## src/rtl/lv_fsm_pkg.sv

```systemverilog
// Shared types for the LV-die chip-mode controller.
// Holds the state encoding and its width.
package lv_fsm_pkg;

  localparam int CTRL_FSM_ST_W = 4;

  typedef enum logic [CTRL_FSM_ST_W-1:0] {
    ST_PWR_DWN  = 4'd0,
    ST_WAIT     = 4'd1,
    ST_TEST     = 4'd2,
    ST_NML      = 4'd3,
    ST_FAILSAFE = 4'd4,
    ST_FAULT    = 4'd5,
    ST_CFG      = 4'd6,
    ST_RST      = 4'd7,
    ST_BIST     = 4'd8
  } ctrl_st_e;

endpackage

```

## src/rtl/lv_err_qual.sv

```systemverilog
// One error source: debounce counter, qualified level and sticky flag.
// Ports: clk, rst_n, raw, mask, clr, clr_all, dbnc in; qual, sticky out.
module lv_err_qual #(
  parameter int DBNC_W = 4
) (
  input  logic              clk,
  input  logic              rst_n,
  input  logic              raw,
  input  logic              mask,
  input  logic              clr,
  input  logic              clr_all,
  input  logic [DBNC_W-1:0] dbnc,
  output logic              qual,
  output logic              sticky
);

  logic [DBNC_W-1:0] cnt;
  logic              qual_set;

  assign qual_set = raw & ~mask & ~qual & (cnt >= dbnc);

  always_ff @(posedge clk) begin
    if (!rst_n) begin
      cnt    <= '0;
      qual   <= 1'b0;
      sticky <= 1'b0;
    end else begin
      if (!raw || mask) begin
        cnt  <= '0;
        qual <= 1'b0;
      end else if (cnt >= dbnc) begin
        qual <= 1'b1;
      end else begin
        cnt <= cnt + 1'b1;
      end
      // A fresh qualification always wins over any clear.
      if (qual_set) begin
        sticky <= 1'b1;
      end else if (clr_all) begin
        sticky <= 1'b0;
      end else if (clr && !qual) begin
        sticky <= 1'b0;
      end
    end
  end

endmodule

```

## src/rtl/lv_err_fsm_ctrl.sv

```systemverilog
// LV-die chip-mode FSM with error qualification, recovery and efuse load.
// Ports: mode/efuse/error inputs in; block enables, intb, state, sticky out.
module lv_err_fsm_ctrl
  import lv_fsm_pkg::*;
#(
  parameter int ERR_NUM = 16,
  parameter int DBNC_W  = 4,
  parameter int RCV_W   = 8,
  parameter int TMO_W   = 10
) (
  input  logic               i_clk,
  input  logic               i_rst_n,
  input  logic               i_pwr_on,
  input  logic               i_io_test_mode,
  input  logic               i_io_fsenb_n,
  input  logic [ERR_NUM-1:0] i_err_raw,
  input  logic [ERR_NUM-1:0] i_reg_err_mask,
  input  logic [ERR_NUM-1:0] i_reg_err_crit,
  input  logic [ERR_NUM-1:0] i_reg_err_clr,
  input  logic [DBNC_W-1:0]  i_reg_dbnc_cyc,
  input  logic [RCV_W-1:0]   i_reg_rcv_cyc,
  input  logic               i_reg_auto_rcv_en,
  input  logic               i_reg_nml_en,
  input  logic               i_reg_cfg_en,
  input  logic               i_reg_bist_en,
  input  logic               i_reg_rst_en,
  input  logic               i_efuse_vld,
  input  logic               i_efuse_load_done,
  output logic               o_efuse_load_req,
  output logic               o_efuse_tmo_err,
  output logic               o_pwm_en,
  output logic               o_fsc_en,
  output logic               o_spi_en,
  output logic               o_bist_en,
  output logic               o_intb_n,
  output logic [CTRL_FSM_ST_W-1:0] o_cur_st,
  output logic [ERR_NUM-1:0] o_err_sticky
);

  localparam logic [TMO_W-1:0] TMO_MAX  = '1;
  localparam logic [TMO_W-1:0] TMO_LAST = TMO_MAX - 1'b1;

  ctrl_st_e cur_st, nxt_st, run_st;

  logic [ERR_NUM-1:0] qual;
  logic               crit_err, any_err, clr_all;
  logic [RCV_W-1:0]   rcv_cnt;
  logic [TMO_W-1:0]   tmo_cnt;
  logic               req_set, tmo_fire;

  assign crit_err = |(qual & i_reg_err_crit);
  assign any_err  = |qual;
  assign clr_all  = (nxt_st == ST_RST) && (cur_st != ST_RST);
  assign run_st   = i_io_fsenb_n ? ST_NML : ST_FAILSAFE;
  assign o_cur_st = cur_st;

  for (genvar g = 0; g < ERR_NUM; g++) begin : g_qual
    lv_err_qual #(.DBNC_W(DBNC_W)) u_qual (
      .clk     (i_clk),
      .rst_n   (i_rst_n),
      .raw     (i_err_raw[g]),
      .mask    (i_reg_err_mask[g]),
      .clr     (i_reg_err_clr[g]),
      .clr_all (clr_all),
      .dbnc    (i_reg_dbnc_cyc),
      .qual    (qual[g]),
      .sticky  (o_err_sticky[g])
    );
  end

  // Timeout fires on the edge the counter would reach all-ones;
  // a load_done on that same edge counts as success.
  assign tmo_fire = o_efuse_load_req & ~i_efuse_load_done &
                    (tmo_cnt == TMO_LAST);
  assign req_set  = (cur_st == ST_WAIT) & ~i_io_test_mode &
                    ~i_efuse_vld & ~o_efuse_load_req &
                    ~o_efuse_tmo_err;

  always_comb begin
    nxt_st = cur_st;
    if (!i_pwr_on) begin
      nxt_st = ST_PWR_DWN;
    end else begin
      case (cur_st)
        ST_PWR_DWN: nxt_st = ST_WAIT;
        ST_WAIT: begin
          if (i_io_test_mode ||
              (i_efuse_load_done && !i_efuse_vld) || tmo_fire)
            nxt_st = ST_TEST;
          else if (i_reg_nml_en && i_efuse_vld && !crit_err)
            nxt_st = run_st;
        end
        ST_TEST: begin
          if (!i_io_test_mode && i_efuse_vld) nxt_st = ST_WAIT;
        end
        ST_NML: begin
          if (i_reg_cfg_en)       nxt_st = ST_CFG;
          else if (crit_err)      nxt_st = ST_FAULT;
          else if (!i_io_fsenb_n) nxt_st = ST_FAILSAFE;
          else if (any_err)       nxt_st = ST_FAULT;
        end
        ST_FAILSAFE: begin
          if (crit_err)          nxt_st = ST_FAULT;
          else if (i_io_fsenb_n) nxt_st = ST_NML;
        end
        ST_FAULT: begin
          if (i_reg_cfg_en)
            nxt_st = ST_CFG;
          else if (i_reg_auto_rcv_en && rcv_cnt == i_reg_rcv_cyc)
            nxt_st = run_st;
        end
        ST_CFG: begin
          if (i_reg_rst_en)                   nxt_st = ST_RST;
          else if (i_reg_bist_en && !crit_err) nxt_st = ST_BIST;
          else if (!i_reg_cfg_en && any_err)  nxt_st = ST_FAULT;
          else if (!i_reg_cfg_en)             nxt_st = run_st;
        end
        ST_RST: begin
          if (!i_reg_rst_en) nxt_st = ST_WAIT;
        end
        ST_BIST: begin
          if (!i_reg_bist_en) nxt_st = ST_CFG;
        end
        default: nxt_st = ST_PWR_DWN;
      endcase
    end
  end

  always_ff @(posedge i_clk) begin
    if (!i_rst_n) begin
      cur_st    <= ST_PWR_DWN;
      o_pwm_en  <= 1'b0;
      o_fsc_en  <= 1'b0;
      o_spi_en  <= 1'b0;
      o_bist_en <= 1'b0;
      o_intb_n  <= 1'b1;
    end else begin
      cur_st    <= nxt_st;
      o_pwm_en  <= (nxt_st == ST_NML) ||
                   ((nxt_st == ST_FAULT) && !crit_err);
      o_fsc_en  <= (nxt_st == ST_FAILSAFE);
      o_spi_en  <= (nxt_st != ST_PWR_DWN);
      o_bist_en <= (nxt_st == ST_BIST);
      o_intb_n  <= !((nxt_st == ST_PWR_DWN) || (nxt_st == ST_WAIT) ||
                     (nxt_st == ST_FAULT) || (nxt_st == ST_RST) ||
                     ((nxt_st == ST_CFG) && any_err));
    end
  end

  always_ff @(posedge i_clk) begin
    if (!i_rst_n) begin
      rcv_cnt <= '0;
    end else if (cur_st != ST_FAULT || any_err) begin
      rcv_cnt <= '0;
    end else if (rcv_cnt < i_reg_rcv_cyc) begin
      rcv_cnt <= rcv_cnt + 1'b1;
    end
  end

  always_ff @(posedge i_clk) begin
    if (!i_rst_n) begin
      o_efuse_load_req <= 1'b0;
      o_efuse_tmo_err  <= 1'b0;
      tmo_cnt          <= '0;
    end else begin
      if (req_set)
        o_efuse_load_req <= 1'b1;
      else if (i_efuse_load_done || tmo_fire)
        o_efuse_load_req <= 1'b0;
      tmo_cnt <= o_efuse_load_req ? tmo_cnt + 1'b1 : '0;
      if (cur_st == ST_PWR_DWN || cur_st == ST_RST)
        o_efuse_tmo_err <= 1'b0;
      else if (tmo_fire)
        o_efuse_tmo_err <= 1'b1;
    end
  end

endmodule

```

## config.mk

```make
export PLATFORM = sky130hd
export DESIGN_NAME = lv_err_fsm_ctrl
export DESIGN_NICKNAME = d
export VERILOG_FILES = /design/src/rtl/lv_fsm_pkg.sv /design/src/rtl/lv_err_qual.sv /design/src/rtl/lv_err_fsm_ctrl.sv
export SDC_FILE = /design/constraint.sdc
export NUM_CORES = 1
export LEC_CHECK = 0
export BUFFER_PORTS_ARGS = -buffer_cell sky130_fd_sc_hd__buf_4
export CAP_MARGIN = 10
export CORE_AREA = 2 2 137 99
export CTS_BUF_LIST = sky130_fd_sc_hd__clkbuf_4 sky130_fd_sc_hd__clkbuf_8
export DETAILED_ROUTE_END_ITERATION = 7
export DIE_AREA = 0 0 139 101
export GPL_ROUTABILITY_DRIVEN = 0
export GPL_TIMING_DRIVEN = 0
export PLACE_DENSITY = 0.92
export SYNTH_ARGS = -nofsm -noshare
export SYNTH_HDL_FRONTEND = slang
export SYNTH_HIERARCHICAL = 1
export SYNTH_SLANG_ARGS = --single-unit
```

## constraint.sdc

```tcl
create_clock -name i_clk -period 6 [get_ports i_clk]
set_input_delay 0.6 -clock i_clk [delete_from_list [all_inputs] [get_ports i_clk]]
set_output_delay 0.6 -clock i_clk [all_outputs]
set_load 0.02 [all_outputs]
```

==> flow_summary.ini, run 1 <==
[floorplan]
rows = 35
pin_count = 115
start_util_pct = 58.1
coreArea_um2 = 12800
fp.dieW_um = 139
chipHeight_um = 101
die_area_um2 = 14000

[clocking]
htreeDepth = 4
ctsResizeCount = 0
clkTransAtPathRegs_ns = 0.07
root_buffer = clkbuf_8
tritoncts = built
clock-sinks = 125
clock_latency_ns = 0.45
cts_setup_buffers = 0
cts_max_path_buffers = 2
cts_made_buffers = 17
cts_hold_buf = 0

[worst_setup_path]
cp.arrival_ns = 3.65
cp-start-kind = register
critPathSlowestCell = nor4_2
cp_cell_sequence = nor4_1 -> nand4_1 -> o31a_1 -> a211oi_4 -> nor4_1 -> a31o_1 -> nor4_2 -> buf_4 -> o31ai_1
setup.worst_path.class = reg2reg
worst_ep_required_time_ns = 6.33
critical_path.top_delay_family = simple AND/OR/NAND/NOR gates
path_buf_inv = 1
critPathMaxStageDelay_ns = 0.66
path_max_fanout = 7
r2r_slack_ns = 2.68
path_common_cell = nor4_1
endpoint_kind = register

[synthesis]
syn_nets = 1029
syn_area_per_cell_um2 = 8.75
synth_edf_count = 0
yosys_warnings = 6
ys_ff_latch = 125
synthFlopType = dfxtp_1
ys_async_sr_fraction_pct = 0
seq_area_frac_synth_pct = 33.7
synth_area_um2 = 7430
synth_cells = 850
ys_types = 61

[route]
dr.pass1.iters = 5
ant_nets = 0
wl_per_cell_um = 16.0
routed-via-count = 6748
initialDrtViolationCount = 401
wl_mm = 18.6
drc_errors = 0
vias_per_cell = 5.81

[timing]
period_share_pct = 55.3
hold_violations = 0
fin_tns_setup_ns = 0
setup_viol = 0
timing.hold.ws_ns = 0.452
min_period_ns = 3.32
rsz0062_at_grt = no
slew-limit-headroom_pct = 44.1
timing.final.ws_setup_ns = 2.68
fmax_mhz = 301
worstMarginPinSlew_ns = 0.834
report.final.slew_viol_count = 0
fin_worst_skew_ns = 0.00899

[power_and_ir_drop]
p_per_area_nw_per_um2 = 204
p_leak_nw = 3.86
ir_drop_v = 0.000155

[final_layout]
fin_area_um2 = 8900
final_cell_mix = 125 x dfxtp_1, 122 x nor2_1, 115 x buf_4
final_common_cell = dfxtp_1
drive_gt1_share_pct = 19.4
syn2layout_area_growth_pct = 19.7
final_nets = 1163
diodes = 0
final_cells = 1162

[place]
portBuffers = 113
pre_cts_ws_ns = 2.45
dp_cells = 1131
dpl_cell_area_um2 = 8510
dp_hpwl_mm = 13.8

[grt]
grt_pass1_wl_mm = 30.6
grt_use_total_pct = 27.0
top_usage_layer = met2
grt_use_met3_pct = 6.13
grt-ovfl-total = 0
grt_pass1_vias = 6655
grt_max_degree = 36
antenna_found_initial = 0
grt_util_met1_pct = 34.1
grt_util_met2_pct = 44.7

[flow_run]
cap_violations = 0

[worst_hold_path]
worst_hold_path_type = in2reg

[status]
outcome = finished, final reports clean
## logic make-up after synthesis
kind of cell	count (synthesis)	share of synthesized area, %
adders and majority gates	91	15.3
muxes	20	2.76
AOI/OAI and AO/OA	167	15.9
buffers and inverters	85	4.43
and+or+nand+nor	317	22.6
xor gates and xnor gates	45	5.30
DFF	125	33.7
## per-stage QoR
step                total power [mW]  util (%)
floorplan                      0.994         -
global placement                1.08      66.4
detailed placement              1.09      66.6
CTS                             1.83      69.6
global route                    1.89      69.6
finish                          1.81      69.6
## state kept, by name, indices dropped and copies added (netlist names)
name,count
g_qual.u_qual/qual,16
g_qual.u_qual/cnt,64
o_cur_st,4
o_fsc_en,1
o_intb_n,1
o_bist_en,1
tmo_cnt,10
o_efuse_load_req,1
rcv_cnt,8
o_efuse_tmo_err,1
o_spi_en,1
g_qual.u_qual/sticky,16
o_pwm_en,1
## routing by layer
| layer | up-vias | wire, um |
|---|---|---|
| met3 | 48 | 1240 |
| met5 | - | 0 |
| met1 | 3163 | 8400 |
| li1 | 3293 | - |
| met2 | 244 | 8390 |
| met4 | 0 | 550 |
## final timing paths
path,from,cells after the start,endpoint
worst max-delay path,g_qual[9].u_qual/qual$_SDFFE_PP0P_,9,g_qual[1].u_qual/sticky$_SDFFE_PN0P_
worst min-delay path,i_efuse_load_done,3,o_efuse_load_req$_SDFFE_PN0P_
worst max register to register,g_qual[9].u_qual/qual$_SDFFE_PP0P_,9,g_qual[1].u_qual/sticky$_SDFFE_PN0P_
worst min register to register,g_qual[5].u_qual/sticky$_SDFFE_PN0P_,2,g_qual[5].u_qual/sticky$_SDFFE_PN0P_
## cell usage after synthesis (2+ instances only)
cell,n,area share [%]
a221oi_1,4,0.47
and3_1,4,0.34
xor2_1,21,2.5
xnor2_1,24,2.8
nand2_1,47,2.4
and4b_1,2,0.27
mux2i_1,19,2.6
o21ai_2,16,1.9
a31oi_1,2,0.17
nor4_1,9,0.76
o21a_1,2,0.20
ha_1,91,15
a21oi_1,47,3.2
a22o_1,4,0.47
a211oi_1,4,0.40
o21ai_0,23,1.5
nand2b_1,4,0.34
nand3_1,27,1.8
o211ai_1,34,3.4
dfxtp_1,125,34
nor4b_1,2,0.24
nor3_1,12,0.81
o31ai_1,16,1.6
buf_2,2,0.13
nor3b_2,16,2.7
clkbuf_1,3,0.15
nor2b_1,19,1.6
or3_1,18,1.5
a21o_1,2,0.20
and4_1,3,0.35
inv_1,76,3.8
nand4_1,5,0.42
nor2_1,122,6.2
nand3b_1,18,1.8
## worst register-to-register path: stages (launching register included)
cell and delay (ns):
dfxtp_1 0.39, nor4_1 0.44, nand4_1 0.35, o31a_1 0.38, a211oi_4 0.28, nor4_1 0.11
a31o_1 0.21, nor4_2 0.66, buf_4 0.30, o31ai_1 0.10
## final cells by class
| class | instances | area (um2) |
|---|---|---|
| Tap cell | 166 | 208 |
| Fill cell | 991 | 3890 |
| Multi-Input combinational cell | 640 | 4610 |
| Sequential cell | 125 | 2500 |
| Clock buffer | 23 | 298 |
| Buffer | 7 | 36.3 |
| Inverter | 78 | 293 |
| Timing Repair Buffer | 115 | 863 |
| Clock inverter | 8 | 90.1 |
## power breakdown
part           internal [mW]  switching, mW  leakage, nW
sequential             0.840         0.0110         1.01
combinational          0.103          0.121         2.64
clock                  0.409          0.330        0.209
Power figures use the tool's default switching activity.
==> inputs of run 2 (changes only) <==
--- a/config.mk
+++ b/config.mk
@@ -7,13 +7,13 @@
 export LEC_CHECK = 0
 export BUFFER_PORTS_ARGS = -buffer_cell sky130_fd_sc_hd__buf_4
 export CAP_MARGIN = 10
-export CORE_AREA = 2 2 137 99
+export CORE_AREA = 2 2 144 104
 export CTS_BUF_LIST = sky130_fd_sc_hd__clkbuf_4 sky130_fd_sc_hd__clkbuf_8
 export DETAILED_ROUTE_END_ITERATION = 7
-export DIE_AREA = 0 0 139 101
+export DIE_AREA = 0 0 146 106
 export GPL_ROUTABILITY_DRIVEN = 0
 export GPL_TIMING_DRIVEN = 0
-export PLACE_DENSITY = 0.92
+export PLACE_DENSITY = 0.88
 export SYNTH_ARGS = -nofsm -noshare
 export SYNTH_HDL_FRONTEND = slang
 export SYNTH_HIERARCHICAL = 1
==> constraint.sdc (replaced) <==
create_clock -name i_clk -period 2.75 [get_ports i_clk]
set_input_delay 0.275 -clock i_clk [delete_from_list [all_inputs] [get_ports i_clk]]
set_output_delay 0.275 -clock i_clk [all_outputs]
set_load 0.02 [all_outputs]
==> run 2 against run 1 <==
Clock power up 98%. Non-clock buffer count is 2 higher. Final area up 1.4%. Maximum frequency increased by 26%. Via count up 0.18%. Critical path depth increased by 1. Largest power group unchanged. Global-route usage down 2.6 points. Clock-buffer cell count is 2 higher. Sequential power is 120% higher.
==> flow_summary.ini, run 2 (synthesis gave the netlist of run 1 again) <==
[timing]
hold_violations = 0
fin_tns_setup_ns = 0
period_share_pct = 96.1
fin_worst_skew_ns = 0.0117
slew-limit-headroom_pct = 43.7
setup_viol = 0
worstMarginPinSlew_ns = 0.840
report.final.slew_viol_count = 0
fmax_mhz = 378
min_period_ns = 2.64

[grt]
grt-ovfl-total = 0
grt_pass1_vias = 6526
grt_pass1_wl_mm = 30.7
grt_max_degree = 36
antenna_found_initial = 0
grt_use_total_pct = 24.4

[final_layout]
diodes = 0
drive_gt1_share_pct = 20.8
final_common_cell = dfxtp_1
final_nets = 1165
final_cell_mix = 123 x dfxtp_1, 122 x nor2_1, 116 x buf_4
syn2layout_area_growth_pct = 21.4
final_cells = 1193
fin_area_um2 = 9030
seqCellArea_um2 = 2500
largest-register = g_qual.u_qual/cnt
largest_reg_flops = 64
n_fill_cell = 1209
reg_top3 = g_qual.u_qual/cnt: 64 flops, g_qual.u_qual/qual: 16 flops, g_qual.u_qual/sticky: 16 flops
multi_input_area_um2 = 4700

[route]
ant_nets = 0
dr.pass1.iters = 5
top_layer = met4
wl_met3_mm = 1.19
vias_per_cell = 5.67
m1WireLength_mm = 8.37
drc_errors = 0
routed-via-count = 6760
wl_mm = 18.8
initialDrtViolationCount = 364
routed-wl-met2_mm = 8.68
wl_per_cell_um = 15.8

[power_and_ir_drop]
ir_drop_v = 0.000305
p_per_area_nw_per_um2 = 423
p_leak_nw = 3.90

[clocking]
tritoncts = built
root_buffer = clkbuf_8
clkTransAtPathRegs_ns = 0.07
clock-sinks = 125
clock_latency_ns = 0.43
cts_made_buffers = 17
cts_max_path_buffers = 2
htreeDepth = 4

[floorplan]
rows = 37
pin_count = 115
chipHeight_um = 106
die_area_um2 = 15500
coreArea_um2 = 14300
start_util_pct = 52.1
fp.dieW_um = 146

[worst_setup_path]
cp.arrival_ns = 3.00
cp_cell_sequence = nor4_2 -> nand4_1 -> buf_4 -> o211ai_1 -> o211ai_1 -> a2111oi_4 -> buf_4 -> nor2_2 -> mux2_4 -> nor3_2
path_max_fanout = 5
critPathSlowestCell = a2111oi_4
worst_ep_required_time_ns = 3.11
endpoint_kind = register
worstRegToRegCells = 10
critPathMaxStageDelay_ns = 0.44
setup.worst_path.class = reg2reg
cp-start-kind = register

[worst_hold_path]
worst_hold_path_type = in2reg
worstHoldPathCells = 3

[place]
dp_hpwl_mm = 13.4
dpl_cell_area_um2 = 8540
portBuffers = 113
dp_cells = 1158

[status]
outcome = finished, final reports clean

[flow_run]
cap_violations = 0
==> run 2: layout make-up <==
cell class | count | area share (%)
clock buffer | 25 | 3.60
sequential | 125 | 27.8
multi-input combinational | 640 | 52.0
buffer | 7 | 0.416
timing repair buffer | 117 | 9.87
clock inverter | 6 | 0.388
inverter | 78 | 3.24
tap | 195 | 2.70
==> run 2: path summary, 6_finish.rpt <==
check,start,slack (ns),to
max,g_qual[12].u_qual/qual$_SDFFE_PP0P_,0.11,o_pwm_en$_SDFF_PN0_
min,i_reg_err_clr[3],0.15,g_qual[3].u_qual/sticky$_SDFFE_PN0P_
max reg2reg,g_qual[12].u_qual/qual$_SDFFE_PP0P_,0.11,o_pwm_en$_SDFF_PN0_
min reg2reg,g_qual[5].u_qual/sticky$_SDFFE_PN0P_,0.46,g_qual[5].u_qual/sticky$_SDFFE_PN0P_
==> run 2: power breakdown <==
| group | internal [mW] | switching, mW | total (mW) |
|---|---|---|---|
| sequential | 1.83 | 0.0250 | 1.86 |
| combinational | 0.233 | 0.268 | 0.502 |
| clock | 0.762 | 0.698 | 1.46 |
==> run 2: worst max-delay path, delay by kind of cell, from the launching register on <==
family          cells  cell delay (ns)
compound gates      3             0.77
simple gates        4             0.68
flops               1             0.41
buf+inv             2             0.40
mux                 1             0.30
==> run 2: per-layer routing <==
metal | up-vias | global-route usage [%]
li1 | 3296 | -
met1 | 3190 | 31.5
met2 | 222 | 40.0
met3 | 52 | 4.98
met4 | 0 | 10.3
met5 | - | 0
==> run 2: timing repair <==
action	4_1_cts	5_1_grt
resized for setup	3	14
buffers inserted	1	3
hold buffers	0	0
pin swaps	1	2
setup endpoints to repair	16	18
==> run 2: per-stage QoR <==
step	worst slack [ns]	hold slack (ns)	util, %	power, mW
6_report	0.106	0.149	63.3	3.82
5_1_grt	-0.00676	0.124	63.3	3.99
4_1_cts	0.0167	0.125	62.7	3.83
3_5_place_dp	-0.972	0.448	59.9	2.38
3_3_place_gp	-0.894	0.443	59.9	2.36
2_1_floorplan	0.227	0.408	-	2.17
==> inputs of run 3 (changes only) <==
--- a/config.mk
+++ b/config.mk
@@ -7,14 +7,13 @@
 export LEC_CHECK = 0
 export BUFFER_PORTS_ARGS = -buffer_cell sky130_fd_sc_hd__buf_4
 export CAP_MARGIN = 10
-export CORE_AREA = 2 2 144 104
+export CORE_AREA = 2 2 141 102
 export CTS_BUF_LIST = sky130_fd_sc_hd__clkbuf_4 sky130_fd_sc_hd__clkbuf_8
 export DETAILED_ROUTE_END_ITERATION = 7
-export DIE_AREA = 0 0 146 106
+export DIE_AREA = 0 0 143 104
 export GPL_ROUTABILITY_DRIVEN = 0
 export GPL_TIMING_DRIVEN = 0
-export PLACE_DENSITY = 0.88
+export PLACE_DENSITY = 0.87
 export SYNTH_ARGS = -nofsm -noshare
 export SYNTH_HDL_FRONTEND = slang
-export SYNTH_HIERARCHICAL = 1
 export SYNTH_SLANG_ARGS = --single-unit
==> constraint.sdc (replaced) <==
create_clock -name i_clk -period 2.75 [get_ports i_clk]
set_input_delay 0.275 -clock i_clk [delete_from_list [all_inputs] [get_ports i_clk]]
set_output_delay 0.275 -clock i_clk [all_outputs]
set_load 0.1 [all_outputs]
==> run 3 against run 2 <==
Clock-buffer cell count is 2 lower. Wire length is 13% lower. Register-to-register slack worse by 0.02 ns. Worst hold slack better by 0.034 ns. Utilization hardly changed. Via count is 11% lower. Clock skew is 0.00074 ns lower. Critical path depth is 2 lower. Non-clock buffer count is 14 higher. Worst setup slack worse by 0.023 ns. Combinational power is 4% lower. Sequential share of layout area is 1.4 points higher. Critical path type unchanged. Highest routed layer unchanged.
==> flow_summary.ini, run 3 <==
[synthesis]
synth_top_cell_area_share_pct = 35.8
synth_common_cells = 125 x dfxtp_1, 91 x ha_1, 85 x nor2_1, 71 x inv_1, 47 x a21oi_1
synthFlopType = dfxtp_1
yosys_warnings = 0
ys_async_sr_fraction_pct = 0
synth_area_um2 = 7000
synth_cells = 781
yosysMostFrequentCell = dfxtp_1
ys_types = 51
synth_edf_count = 0
seq_area_frac_synth_pct = 35.8
ys_top_cells_by_area = dfxtp_1 36%, ha_1 16%, nor2_1 4.6%
syn_area_per_cell_um2 = 8.96
syn_nets = 960
yosysTopAreaCell = dfxtp_1
ys_ff_latch = 125

[timing]
fin_worst_skew_ns = 0.0110
setup_viol = 0
rsz0062_at_grt = no
report.final.slew_viol_count = 0
min_period_ns = 2.67
worstMarginPinSlew_ns = 0.811
fmax_mhz = 375
slew-limit-headroom_pct = 45.9
period_share_pct = 97.0
hold_violations = 0

[power_and_ir_drop]
power_mw = 4.28
seq_power_share_pct = 43.5
p_sw_mw = 1.01
p_per_area_nw_per_um2 = 498
ir_drop_v = 0.000335
power_frac_clock_pct = 45.2
power.internal_mw = 3.27
comb_power_share_pct = 11.3
p_leak_nw = 3.98
swShare_pct = 23.7

[final_layout]
largest_reg_flops = 64
fin_area_um2 = 8580
largest-register = g_qual.u_qual.cnt
final_cell_mix = 129 x buf_4, 124 x dfxtp_1, 91 x ha_1
syn2layout_area_growth_pct = 22.7
reg_top3 = g_qual.u_qual.cnt: 64 flops, g_qual.u_qual.qual: 16 flops, g_qual.u_qual.sticky: 16 flops
fin_util_pct = 63.3
n_fill_cell = 1173
diodes = 0
final_common_cell = buf_4
final_nets = 1092
drive_gt1_share_pct = 18.6

[place]
dp_hpwl_mm = 12.2
portBuffers = 113
dpl_cell_area_um2 = 8080

[clocking]
cts_setup_buffers = 0
cts_max_path_buffers = 2
clkTransAtPathRegs_ns = 0.08
clock_latency_ns = 0.43
cts_hold_buf = 0
tritoncts = built
htreeDepth = 4
cts_made_buffers = 17
clock-sinks = 125
root_buffer = clkbuf_8

[status]
outcome = finished, final reports clean

[grt]
grt_pass1_vias = 5708
grt-ovfl-total = 0
grt_max_degree = 17
grt_use_total_pct = 22.5
grt_pass1_wl_mm = 27.0
antenna_found_initial = 0

[worst_setup_path]
endpoint_kind = register
cp.arrival_ns = 3.00
path_max_fanout = 6
setup.worst_path.class = reg2reg
worst_ep_required_time_ns = 3.08
cp-start-kind = register

[worst_hold_path]
worst_hold_path_type = in2reg

[route]
wl_per_cell_um = 14.7
dr.pass1.iters = 6
vias_per_cell = 5.40
drc_errors = 0
routed-via-count = 6022
wl_mm = 16.4
ant_nets = 0
initialDrtViolationCount = 357

[floorplan]
fp.dieW_um = 143
pin_count = 115
rows = 36
die_area_um2 = 14900
chipHeight_um = 104
coreArea_um2 = 13600
start_util_pct = 51.6

[flow_run]
cap_violations = 0
run 3: power by group through the flow:
stage	logic, mW	registers (mW)	clock network (mW)
2_1_floorplan	0.262	1.92	0
3_3_place_gp	0.466	1.90	0
3_5_place_dp	0.479	1.90	0
4_1_cts	0.482	1.86	1.98
5_1_grt	0.534	1.86	2.05
6_report	0.483	1.86	1.93
run 3: worst paths after layout:
check / depth (start not counted) / endpoint / startpoint / slack (ns)
min reg2reg: 1 / tmo_cnt[0]$_SDFF_PN0_ / tmo_cnt[0]$_SDFF_PN0_ / 0.48
max reg2reg: 8 / o_intb_n$_SDFF_PN1_ / rcv_cnt[7]$_SDFFE_PP0N_ / 0.08
max: 8 / o_intb_n$_SDFF_PN1_ / rcv_cnt[7]$_SDFFE_PP0N_ / 0.08
min: 4 / g_qual[14].u_qual.sticky$_SDFFE_PN0P_ / i_reg_err_clr[14] / 0.18
run 3: final cells by class:
class                           count  area (um2)  share of cell area (%)
Buffer                             25         155                    1.81
Clock buffer                       23         310                    3.62
Clock inverter                      9         180                    2.10
Inverter                           71         267                    3.11
Multi-Input combinational cell    560        4080                    47.5
Sequential cell                   125        2500                    29.2
Tap cell                          190         238                    2.77
Timing Repair Buffer              113         848                    9.88
run 3: logic make-up (layout without fill, tap and decap cells):
| kind of cell | after synthesis | in the layout | synth area share [%] |
|---|---|---|---|
| flip-flops | 125 | 125 | 35.8 |
| adder cells (fa/ha/maj) | 91 | 91 | 16.3 |
| AO/OA/AOI/OAI | 164 | 164 | 15.7 |
| AND/OR/NAND/NOR | 234 | 234 | 17.1 |
| XOR/XNOR | 54 | 54 | 6.76 |
| buffers and inverters | 96 | 241 | 6.01 |
| multiplexers | 17 | 17 | 2.45 |
run 3: metrics by stage:
step,hold slack (ns),cells,setup WS (ns),TNS (ns)
2_1_floorplan,0.437,781,0.0262,0
3_5_place_dp,0.470,1084,-0.0795,-0.716
6_report,0.182,1116,0.0824,0
4_1_cts,0.154,1116,0.0926,0
3_3_place_gp,0.461,1084,-0.0805,-0.726
5_1_grt,0.168,1116,0.00783,0
run 3: routing by layer:
layer | GRT usage (%) | routed length (um) | up-vias
li1 | - | - | 3036
met1 | 30.7 | 7820 | 2775
met2 | 35.4 | 7370 | 182
met3 | 4.51 | 837 | 29
met4 | 7.99 | 359 | 0
met5 | 0 | 0 | -
run 3: critical path, cell delays in order, from the launching register on:
cell and delay [ns]:
dfxtp_1 0.34, ha_1 0.32, nand2_1 0.10, or3_1 0.47
o21ai_0 0.23, o311ai_0 0.19, nor4_2 0.61, o211ai_1 0.19
o311ai_1 0.13
run 3: timing repair:
action / in CTS / in global routing
pin swaps: 0 / 2
resized for setup: 2 / 1
setup endpoints to repair: 12 / 12
